File: src/rtl/sd_fifo_tail_pf_pkg.sv
// rtl/sd_fifo_tail_pf_pkg.sv - shared constants for the prefetching FIFO tail controller
package sd_fifo_tail_pf_pkg;

  localparam int unsigned PF_ENTRIES = 2;
  localparam int unsigned PF_CNT_W   = 2;

endpackage

File: src/rtl/sd_pf_buf2.sv
// rtl/sd_pf_buf2.sv - 2-entry prefetch register FIFO with push, pop, flush and count
module sd_pf_buf2
  import sd_fifo_tail_pf_pkg::*;
#(
  parameter int width = 8
) (
  input  logic                clk,
  input  logic                reset,
  input  logic                push,
  input  logic [width-1:0]    push_data,
  input  logic                pop,
  input  logic                flush,
  output logic [PF_CNT_W-1:0] count,
  output logic [width-1:0]    head_data
);

  logic [width-1:0]    ent_q [PF_ENTRIES];
  logic [width-1:0]    ent_d [PF_ENTRIES];
  logic                rd_idx_q, rd_idx_d;
  logic                wr_idx_q, wr_idx_d;
  logic [PF_CNT_W-1:0] count_q, count_d;

  always_comb begin
    ent_d    = ent_q;
    rd_idx_d = rd_idx_q;
    wr_idx_d = wr_idx_q;
    count_d  = count_q;
    // Flush beats any push/pop in the same cycle so a rewind never keeps stale words
    if (flush) begin
      rd_idx_d = 1'b0;
      wr_idx_d = 1'b0;
      count_d  = '0;
    end else begin
      if (push) begin
        ent_d[wr_idx_q] = push_data;
        wr_idx_d        = ~wr_idx_q;
      end
      if (pop) begin
        rd_idx_d = ~rd_idx_q;
      end
      count_d = count_q + PF_CNT_W'(push) - PF_CNT_W'(pop);
    end
  end

  always_ff @(posedge clk) begin
    if (reset) begin
      rd_idx_q <= 1'b0;
      wr_idx_q <= 1'b0;
      count_q  <= '0;
    end else begin
      rd_idx_q <= rd_idx_d;
      wr_idx_q <= wr_idx_d;
      count_q  <= count_d;
    end
  end

  always_ff @(posedge clk) begin
    ent_q <= ent_d;
  end

  assign count     = count_q;
  assign head_data = ent_q[rd_idx_q];

endmodule

File: src/rtl/sd_fifo_tail_pf.sv
// rtl/sd_fifo_tail_pf.sv - read-side controller for a memory-based FIFO with 2-word prefetch
module sd_fifo_tail_pf
  import sd_fifo_tail_pf_pkg::*;
#(
  parameter int width     = 8,
  parameter int depth     = 256,
  parameter int rd_commit = 0,
  parameter int asz       = $clog2(depth)
) (
  input  logic             clk,
  input  logic             reset,
  input  logic             enable,
  input  logic [asz-1:0]   bound_low,
  input  logic [asz-1:0]   bound_high,
  input  logic [asz-1:0]   wrptr,
  output logic [asz-1:0]   cur_rdptr,
  output logic [asz-1:0]   com_rdptr,
  output logic             mem_re,
  input  logic [width-1:0] mem_rd_data,
  output logic             p_srdy,
  input  logic             p_drdy,
  input  logic             p_commit,
  input  logic             p_abort,
  output logic [width-1:0] p_data,
  output logic [asz:0]     p_usage
);

  function automatic logic [asz-1:0] wrap_inc(input logic [asz-1:0] ptr,
                                              input logic [asz-1:0] lo,
                                              input logic [asz-1:0] hi);
    return (ptr == hi) ? lo : ptr + 1'b1;
  endfunction

  logic [asz-1:0]      cur_rdptr_q, cur_rdptr_d;
  logic [asz-1:0]      com_rdptr_q, com_rdptr_d;
  logic [asz-1:0]      pop_ptr_q, pop_ptr_d;
  logic                inflight_q, inflight_d;
  logic [asz:0]        p_usage_q, p_usage_d;
  logic [PF_CNT_W-1:0] buf_count;
  logic [width-1:0]    buf_head;
  logic                empty, xfer, do_abort, do_commit, buf_push;
  logic [2:0]          occupancy;
  logic [asz:0]        span;

  always_comb begin
    do_abort  = (rd_commit != 0) && p_abort;
    do_commit = (rd_commit != 0) && p_commit && !p_abort;
    p_srdy    = (buf_count != '0);
    xfer      = p_srdy & p_drdy;
    empty     = (cur_rdptr_q == wrptr);
    // Words buffered plus in flight, minus the one leaving now, must stay below two
    occupancy = 3'(buf_count) + 3'(inflight_q) - 3'(xfer);
    mem_re    = enable & !empty & !do_abort & (occupancy < 3'd2);
    buf_push  = inflight_q & !do_abort;
    inflight_d = mem_re;

    cur_rdptr_d = cur_rdptr_q;
    if (do_abort) begin
      cur_rdptr_d = com_rdptr_q;
    end else if (mem_re) begin
      cur_rdptr_d = wrap_inc(cur_rdptr_q, bound_low, bound_high);
    end

    pop_ptr_d = pop_ptr_q;
    if (do_abort) begin
      pop_ptr_d = com_rdptr_q;
    end else if (xfer) begin
      pop_ptr_d = wrap_inc(pop_ptr_q, bound_low, bound_high);
    end

    com_rdptr_d = com_rdptr_q;
    if (rd_commit == 0 || do_commit) begin
      com_rdptr_d = pop_ptr_d;
    end

    span = {1'b0, bound_high} - {1'b0, bound_low} + 1'b1;
    if (wrptr >= com_rdptr_q) begin
      p_usage_d = {1'b0, wrptr} - {1'b0, com_rdptr_q};
    end else begin
      p_usage_d = {1'b0, wrptr} - {1'b0, com_rdptr_q} + span;
    end
  end

  always_ff @(posedge clk) begin
    if (reset) begin
      cur_rdptr_q <= bound_low;
      com_rdptr_q <= bound_low;
      pop_ptr_q   <= bound_low;
      inflight_q  <= 1'b0;
      p_usage_q   <= '0;
    end else begin
      cur_rdptr_q <= cur_rdptr_d;
      com_rdptr_q <= com_rdptr_d;
      pop_ptr_q   <= pop_ptr_d;
      inflight_q  <= inflight_d;
      p_usage_q   <= p_usage_d;
    end
  end

  sd_pf_buf2 #(
    .width(width)
  ) u_buf (
    .clk      (clk),
    .reset    (reset),
    .push     (buf_push),
    .push_data(mem_rd_data),
    .pop      (xfer),
    .flush    (do_abort),
    .count    (buf_count),
    .head_data(buf_head)
  );

  assign cur_rdptr = cur_rdptr_q;
  assign com_rdptr = com_rdptr_q;
  assign p_usage   = p_usage_q;
  assign p_data    = buf_head;

endmodule

File: config.mk
export PLATFORM = sky130hd
export DESIGN_NAME = sd_fifo_tail_pf
export DESIGN_NICKNAME = d
export VERILOG_FILES = /design/src/rtl/sd_fifo_tail_pf_pkg.sv /design/src/rtl/sd_pf_buf2.sv /design/src/rtl/sd_fifo_tail_pf.sv
export SDC_FILE = /design/constraint.sdc
export NUM_CORES = 1
export LEC_CHECK = 0
export CAP_MARGIN = 5
export CORE_ASPECT_RATIO = 0.5
export CORE_UTILIZATION = 52
export DETAILED_ROUTE_END_ITERATION = 10
export PLACE_DENSITY = 0.83
export SKIP_LAST_GASP = 1
export SLEW_MARGIN = 20
export SYNTH_ARGS = -nofsm -noshare
export SYNTH_HDL_FRONTEND = slang
export SYNTH_SLANG_ARGS = --single-unit
File: constraint.sdc
create_clock -name clk -period 5.4 [get_ports clk]
set_input_delay 1.08 -clock clk [delete_from_list [all_inputs] [get_ports clk]]
set_output_delay 1.08 -clock clk [all_outputs]
set_load 0.005 [all_outputs]
After elaboration in Yosys (flattened, before gate mapping). Index checks and enable logic that the tools add are counted.

Register bits: 46. Logic and storage cells: 52. Output and inout port bits: 35. Input port bits: 38.

$add $sub $neg: 10. Equal/unequal tests: 3. Reductions and logical operators: 5. Bitwise gates (word level): 7. Mux-type cells: 13. Order comparisons: 5.

Operator list (number): two-way mux 8 bit (10); == test 8 bit (3); subtractor 8 x 8 -> 9 bit (2); adder 8 x 1 -> 8 bit, second input constant (2); bitwise mux 16 bit (1); adder 9 x 1 -> 9 bit, second input constant (1); adder 9 bit (1); two-way mux 9 bit (1); demux 8 bit (select 1 bit) (1); greater-or-equal comparator 8 bit (1); nonzero test 2 bit (3); greater-or-equal comparator 2 bit, second input constant (2); inverter 1 -> 2 bit (2); adder 2 x 1 -> 3 bit (1); AND 1 bit (3); < comparator 3 x 2 -> 1 bit, second input constant (1); subtractor 3 x 1 -> 3 bit (1); adder 2 x 1 -> 2 bit (1); < comparator 2 x 1 -> 1 bit, second input constant (1); inverter 1 bit (2); subtractor 2 x 1 -> 2 bit (1); logical AND 1 bit (1); zero test 1 bit (1).

Longest topological paths before layout.
Word-level depth: 7. Gate-level depth with buffers: 17.

Modules after synthesis. Synthesis repeated with hierarchy kept, for this count alone.

Cell total of the unflattened synthesis: 336. Area total of the unflattened synthesis: 3413.3 sq um.

Modules (own cells, without submodules): sd_fifo_tail_pf (instances 1, cells an instance 294, area each 2638.8 sq um, sequential area each 680.7 sq um); sd_pf_buf2 (instances 1, cells an instance 42, area each 774.5 sq um, sequential area each 560.5 sq um).

Worst setup path after synthesis. No wires, ideal clock.

Path type: input port to flip-flop. From: in wrptr[0]. To: reg p_usage_q[8] (netlist: p_usage[8]). Stages: 17. Arrival time: 4.294 ns. Data required time: 5.328 ns. Slack: 1.035 ns. Buffers on the path: 1. Cell sequence: inv_1 -> ha_1 -> inv_1 -> fa_1 -> a211oi_1 -> nor2_1 -> o21a_1 -> o21ai_0 -> fa_1 -> inv_1 -> ha_1 -> clkbuf_1 -> a21oi_1 -> nand2_1 -> or4b_1 -> a31oi_1 -> mux2i_1.

Word-level cells in the longest chain between the ends: 3. Elaborated cells between the ends (all ways): 4. Classes of those cells: add/sub: 2; order compare: 1; mux: 1.

RTL lines: from (decl) (RTL line sd_fifo_tail_pf.sv:15) `input logic [asz-1:0] wrptr,`; subtractor 8 x 8 -> 9 bit (RTL line sd_fifo_tail_pf.sv:78, sd_fifo_tail_pf.sv:80); adder 9 bit (RTL line sd_fifo_tail_pf.sv:80) `p_usage_d = {1'b0, wrptr} - {1'b0, com_rdptr_q} + span;`; two-way mux 9 bit * (RTL line sd_fifo_tail_pf.sv:77) `if (wrptr >= com_rdptr_q) begin`; to (signal assigned) (RTL line sd_fifo_tail_pf.sv:96) `p_usage_q <= p_usage_d;`; to (decl) (RTL line sd_fifo_tail_pf.sv:38) `logic [asz:0] p_usage_q, p_usage_d;`.

Every way passes the cells marked *; elsewhere a longest branch is shown, timed or not. A chain may end at the register's enable or synchronous reset.

Worst setup path in the final report. Same ends and word-level chain as after synthesis.

==> impl_metrics.prom <==
# TYPE chip_impl_metric gauge
chip_impl_metric{name="post_route_cells_drive_above_1_share",unit=""} 0.0706
chip_impl_metric{name="first_global_vias",unit=""} 2796
chip_impl_metric{name="proportion_of_netlist_area_held_by_the_largest_area_contributor",unit=""} 0.287
chip_impl_metric{name="wl_per_cell",unit="um"} 16.9
chip_impl_info{name="yosys-top-cells-area",value="sky130_fd_sc_hd__edfxtp_1, sky130_fd_sc_hd__dfxtp_1, sky130_fd_sc_hd__ha_1"} 1
chip_impl_metric{name="post_synthesis_register_bit_count",unit=""} 46
chip_impl_metric{name="routabilityCongestion",unit=""} 0.930
chip_impl_metric{name="timing.max_cap.violations",unit=""} 0
chip_impl_metric{name="final.period_utilization",unit=""} 0.903
chip_impl_info{name="cts_tree",value="yes"} 1
chip_impl_metric{name="postCtsSetupBuffers",unit=""} 0
chip_impl_metric{name="async_reset_ff_frac",unit=""} 0
chip_impl_metric{name="tightestPinTransition",unit="ns"} 0.736
chip_impl_metric{name="period_minus_slack",unit="ns"} 4.88
chip_impl_metric{name="syn_inst",unit=""} 339
chip_impl_metric{name="dr.pass1.iters",unit=""} 4
chip_impl_metric{name="synth.avg_cell_area",unit="sq um"} 9.88
chip_impl_metric{name="mappedNetlistNets",unit=""} 407
chip_impl_metric{name="grt_use_met2",unit=""} 0.468
chip_impl_metric{name="grt_antenna_before_repair",unit=""} 0
chip_impl_metric{name="p_per_area",unit="nW/um^2"} 450
chip_impl_metric{name="worst-path-max-fanout",unit=""} 9
chip_impl_metric{name="detailroute.via_count",unit=""} 2771
chip_impl_info{name="min_path_type",value="flip-flop to flip-flop"} 1
chip_impl_metric{name="antenna-diode-count",unit=""} 0
chip_impl_metric{name="design.final.nets",unit=""} 478
chip_impl_metric{name="max-clock-path-buffers",unit=""} 2
chip_impl_metric{name="worst_ep_arrival_time",unit="ns"} 5.10
chip_impl_metric{name="placement_rows",unit=""} 20
chip_impl_metric{name="fin_util",unit=""} 0.699
chip_impl_metric{name="tritoncts.num_buffers",unit=""} 5
chip_impl_info{name="rr_endpoint",value="p_usage[8]"} 1
chip_impl_metric{name="hold_violations",unit=""} 0
chip_impl_metric{name="globalRouteMet3Util",unit=""} 0.0463
chip_impl_metric{name="worst_slew_margin_rel",unit=""} 0.508
chip_impl_metric{name="grt_first_pass_wirelength",unit="um"} 13700
chip_impl_info{name="setup.worst_path.start_class",value="primary input"} 1
chip_impl_info{name="worstSetupEndpointType",value="flip-flop"} 1
chip_impl_metric{name="synth.cell_area",unit="sq um"} 3350
chip_impl_metric{name="floorplan.die.width",unit="um"} 115
chip_impl_info{name="critPathCapture",value="p_usage[8]"} 1
chip_impl_metric{name="clkSinkCount",unit=""} 46
chip_impl_info{name="worst_setup_path_startpoint",value="wrptr[0]"} 1
chip_impl_metric{name="wirelength",unit="um"} 8450
chip_impl_info{name="r2r_start",value="pop_ptr_q[0]"} 1
chip_impl_metric{name="max_freq",unit="MHz"} 205
chip_impl_metric{name="worst_ir_drop_vdd",unit="uV"} 213
chip_impl_metric{name="cts-resized-gates",unit=""} 0
chip_impl_metric{name="io_pins",unit=""} 73
chip_impl_info{name="clock_root_cell",value="sky130_fd_sc_hd__clkbuf_16"} 1
chip_impl_metric{name="design.die.area",unit="sq um"} 6780
chip_impl_metric{name="initial_utilization",unit=""} 0.546
chip_impl_metric{name="ys_seq_area_frac",unit=""} 0.371
chip_impl_metric{name="final-setup-viol-count",unit=""} 0
chip_impl_metric{name="clk_pin_slew",unit="ns"} 0.06
chip_impl_metric{name="layout_stage_area_growth_over_the_synthesis_result",unit="%"} 27.9
chip_impl_info{name="synth_flop_cell",value="sky130_fd_sc_hd__edfxtp_1"} 1
chip_impl_info{name="gr-max-usage-layer",value="met2"} 1
chip_impl_info{name="setup.worst_path.class",value="primary input to flip-flop"} 1
chip_impl_info{name="synth_top_area_cell",value="sky130_fd_sc_hd__edfxtp_1"} 1
chip_impl_info{name="rsz0062_at_grt",value="no"} 1
chip_impl_metric{name="yosysWarningCount",unit=""} 0
chip_impl_info{name="status",value="finished clean"} 1
chip_impl_metric{name="core_area",unit="sq um"} 6130
chip_impl_metric{name="antenna_violating_nets_post_route",unit=""} 0
chip_impl_metric{name="detail_route.drc_violations",unit=""} 0
chip_impl_metric{name="synth-edff-count",unit=""} 32
chip_impl_metric{name="h_tree_depth",unit=""} 2
chip_impl_info{name="layout_commonest_cell",value="sky130_fd_sc_hd__clkdlybuf4s50_1"} 1
chip_impl_metric{name="grt.total_usage",unit=""} 0.272
chip_impl_metric{name="detail_route.vias_per_cell",unit=""} 5.55
chip_impl_metric{name="rr_worst_depth",unit=""} 15
chip_impl_metric{name="overall_overflow_remaining_after_global_route",unit=""} 0
chip_impl_metric{name="die_h",unit="um"} 58.7
chip_impl_metric{name="skew",unit="ns"} 0.00622
chip_impl_metric{name="hpwlAfterDp",unit="um"} 6680
chip_impl_metric{name="reg2reg_setup_slack",unit="ns"} 1.31
chip_impl_info{name="layout.cells.most_common_list",value="sky130_fd_sc_hd__clkdlybuf4s50_1, sky130_fd_sc_hd__inv_1, sky130_fd_sc_hd__edfxtp_1"} 1
chip_impl_metric{name="post_synth_num_cell_types",unit=""} 49
chip_impl_metric{name="portBuffers",unit=""} 70
chip_impl_metric{name="cts_hold_buffers",unit=""} 0
chip_impl_metric{name="insertion_delay",unit="ns"} 0.29
chip_impl_metric{name="largest_net_degree_at_the_start_of_global_routing",unit=""} 20
chip_impl_metric{name="cellLeakagePower",unit="nW"} 1.72
chip_impl_metric{name="maxSlewViolCount",unit=""} 0
chip_impl_metric{name="drt_first_iter_violations",unit=""} 174
chip_impl_metric{name="cp.required",unit="ns"} 5.62
chip_impl_metric{name="groute.layer.met1.usage",unit=""} 0.346
chip_impl_metric{name="fin_tns_setup",unit="ns"} 0
through the flow:
step / cell area [sq um] / hold slack (ns) / worst slack (ns) / instances / power, W
after floorplan: 3350 / 0.498 / 1.03 / 339 / 0.00124
after global placement: 4140 / 0.512 / 0.354 / 491 / 0.00157
after detailed placement: 4140 / 0.540 / 0.309 / 491 / 0.00162
after CTS: 4280 / 0.568 / 0.554 / 499 / 0.00192
after global routing: 4280 / 0.620 / 0.291 / 499 / 0.00206
final: 4280 / 0.566 / 0.523 / 499 / 0.00193
power breakdown:
group / switching [W] / internal [W]
Sequential: 0.0000953 / 0.000493
Combinational: 0.000502 / 0.000537
Clock: 0.000129 / 0.000172
worst max-delay path, stage by stage:
cell and delay [ns]:
sky130_fd_sc_hd__clkdlybuf4s50_1 0.46, sky130_fd_sc_hd__inv_1 0.08, sky130_fd_sc_hd__ha_1 0.17, sky130_fd_sc_hd__inv_1 0.06, sky130_fd_sc_hd__fa_1 0.42, sky130_fd_sc_hd__a211oi_1 0.35
sky130_fd_sc_hd__o21ai_0 0.21, sky130_fd_sc_hd__nand2_1 0.12, sky130_fd_sc_hd__o21ai_0 0.11, sky130_fd_sc_hd__fa_1 0.50, sky130_fd_sc_hd__inv_1 0.04, sky130_fd_sc_hd__ha_1 0.38
sky130_fd_sc_hd__a21oi_1 0.16, sky130_fd_sc_hd__nand2_1 0.10, sky130_fd_sc_hd__or4b_1 0.47, sky130_fd_sc_hd__a31oi_1 0.19, sky130_fd_sc_hd__mux2i_1 0.19
registers in the layout, indices dropped and copies added, names as in the netlist:
name,count
buf_push,1
cur_rdptr,8
pop_ptr_q,8
u_buf.ent_q,16
u_buf.rd_idx_q,1
u_buf.count,2
p_usage,9
u_buf.wr_idx_q,1
layer usage:
metal,wire length [um],up-vias,part of all wire
met1,3750,1330,0.44
met3,464,14,0.055
met4,151,0,0.018
li1,-,1339,-
met5,0,-,0
met2,4080,88,0.48
cells in the mapped netlist, types with 2 or more instances:
cell type                   instances
sky130_fd_sc_hd__o2111ai_1          2
sky130_fd_sc_hd__o21ai_0            9
sky130_fd_sc_hd__a31oi_4            2
sky130_fd_sc_hd__inv_1             39
sky130_fd_sc_hd__xnor2_1           19
sky130_fd_sc_hd__xor2_1            23
sky130_fd_sc_hd__nand2_1            8
sky130_fd_sc_hd__a221oi_1           2
sky130_fd_sc_hd__nand2b_1           6
sky130_fd_sc_hd__ha_1              20
sky130_fd_sc_hd__nor2_1            26
sky130_fd_sc_hd__nor3_1             4
sky130_fd_sc_hd__o21a_1             5
sky130_fd_sc_hd__nand3_1           12
sky130_fd_sc_hd__fa_1              10
sky130_fd_sc_hd__o21ai_1            2
sky130_fd_sc_hd__a21o_1             6
sky130_fd_sc_hd__o211ai_1           3
sky130_fd_sc_hd__mux2i_1            2
sky130_fd_sc_hd__nand3b_1           2
sky130_fd_sc_hd__a21oi_1           27
sky130_fd_sc_hd__dfxtp_1           14
sky130_fd_sc_hd__nor4_1             5
sky130_fd_sc_hd__nor2b_1            5
sky130_fd_sc_hd__and3_1             5
sky130_fd_sc_hd__edfxtp_1          32
sky130_fd_sc_hd__nand4_1            4
sky130_fd_sc_hd__clkbuf_1           6
sky130_fd_sc_hd__mux2_2            10
sky130_fd_sc_hd__or2_2              3
sky130_fd_sc_hd__buf_2              2
sky130_fd_sc_hd__a211oi_1           7
kinds of logic (layout without fill, tap and decap cells):
group / after synthesis / after routing / share of synthesized area
AO/OA/AOI/OAI: 76 / 76 / 0.158
XOR/XNOR: 42 / 42 / 0.110
adder cells (fa/ha/maj): 30 / 30 / 0.135
buffers and inverters: 47 / 119 / 0.0534
flip-flops: 46 / 46 / 0.371
multiplexers: 12 / 12 / 0.0396
AND/OR/NAND/NOR: 86 / 86 / 0.134
layout make-up:
class	instances	area [sq um]
Timing Repair Buffer	72	716
Multi-Input combinational cell	246	1930
Sequential cell	46	1240
Clock buffer	6	129
Inverter	39	146
Fill cell	481	1850
Tap cell	88	110
Clock inverter	2	12.5
worst min path at each step:
stage / startpoint / endpoint / slack [ns] / cells after the start
floorplan: u_buf.wr_idx_q / u_buf.wr_idx_q / 0.50 / 2
global placement: u_buf.wr_idx_q / u_buf.wr_idx_q / 0.51 / 2
detailed placement: u_buf.wr_idx_q / u_buf.wr_idx_q / 0.54 / 2
CTS: u_buf.wr_idx_q / u_buf.wr_idx_q / 0.57 / 2
global route: u_buf.wr_idx_q / u_buf.wr_idx_q / 0.62 / 2
finish: u_buf.wr_idx_q / u_buf.wr_idx_q / 0.57 / 2
Note: power is estimated with default switching activity, not from simulation.
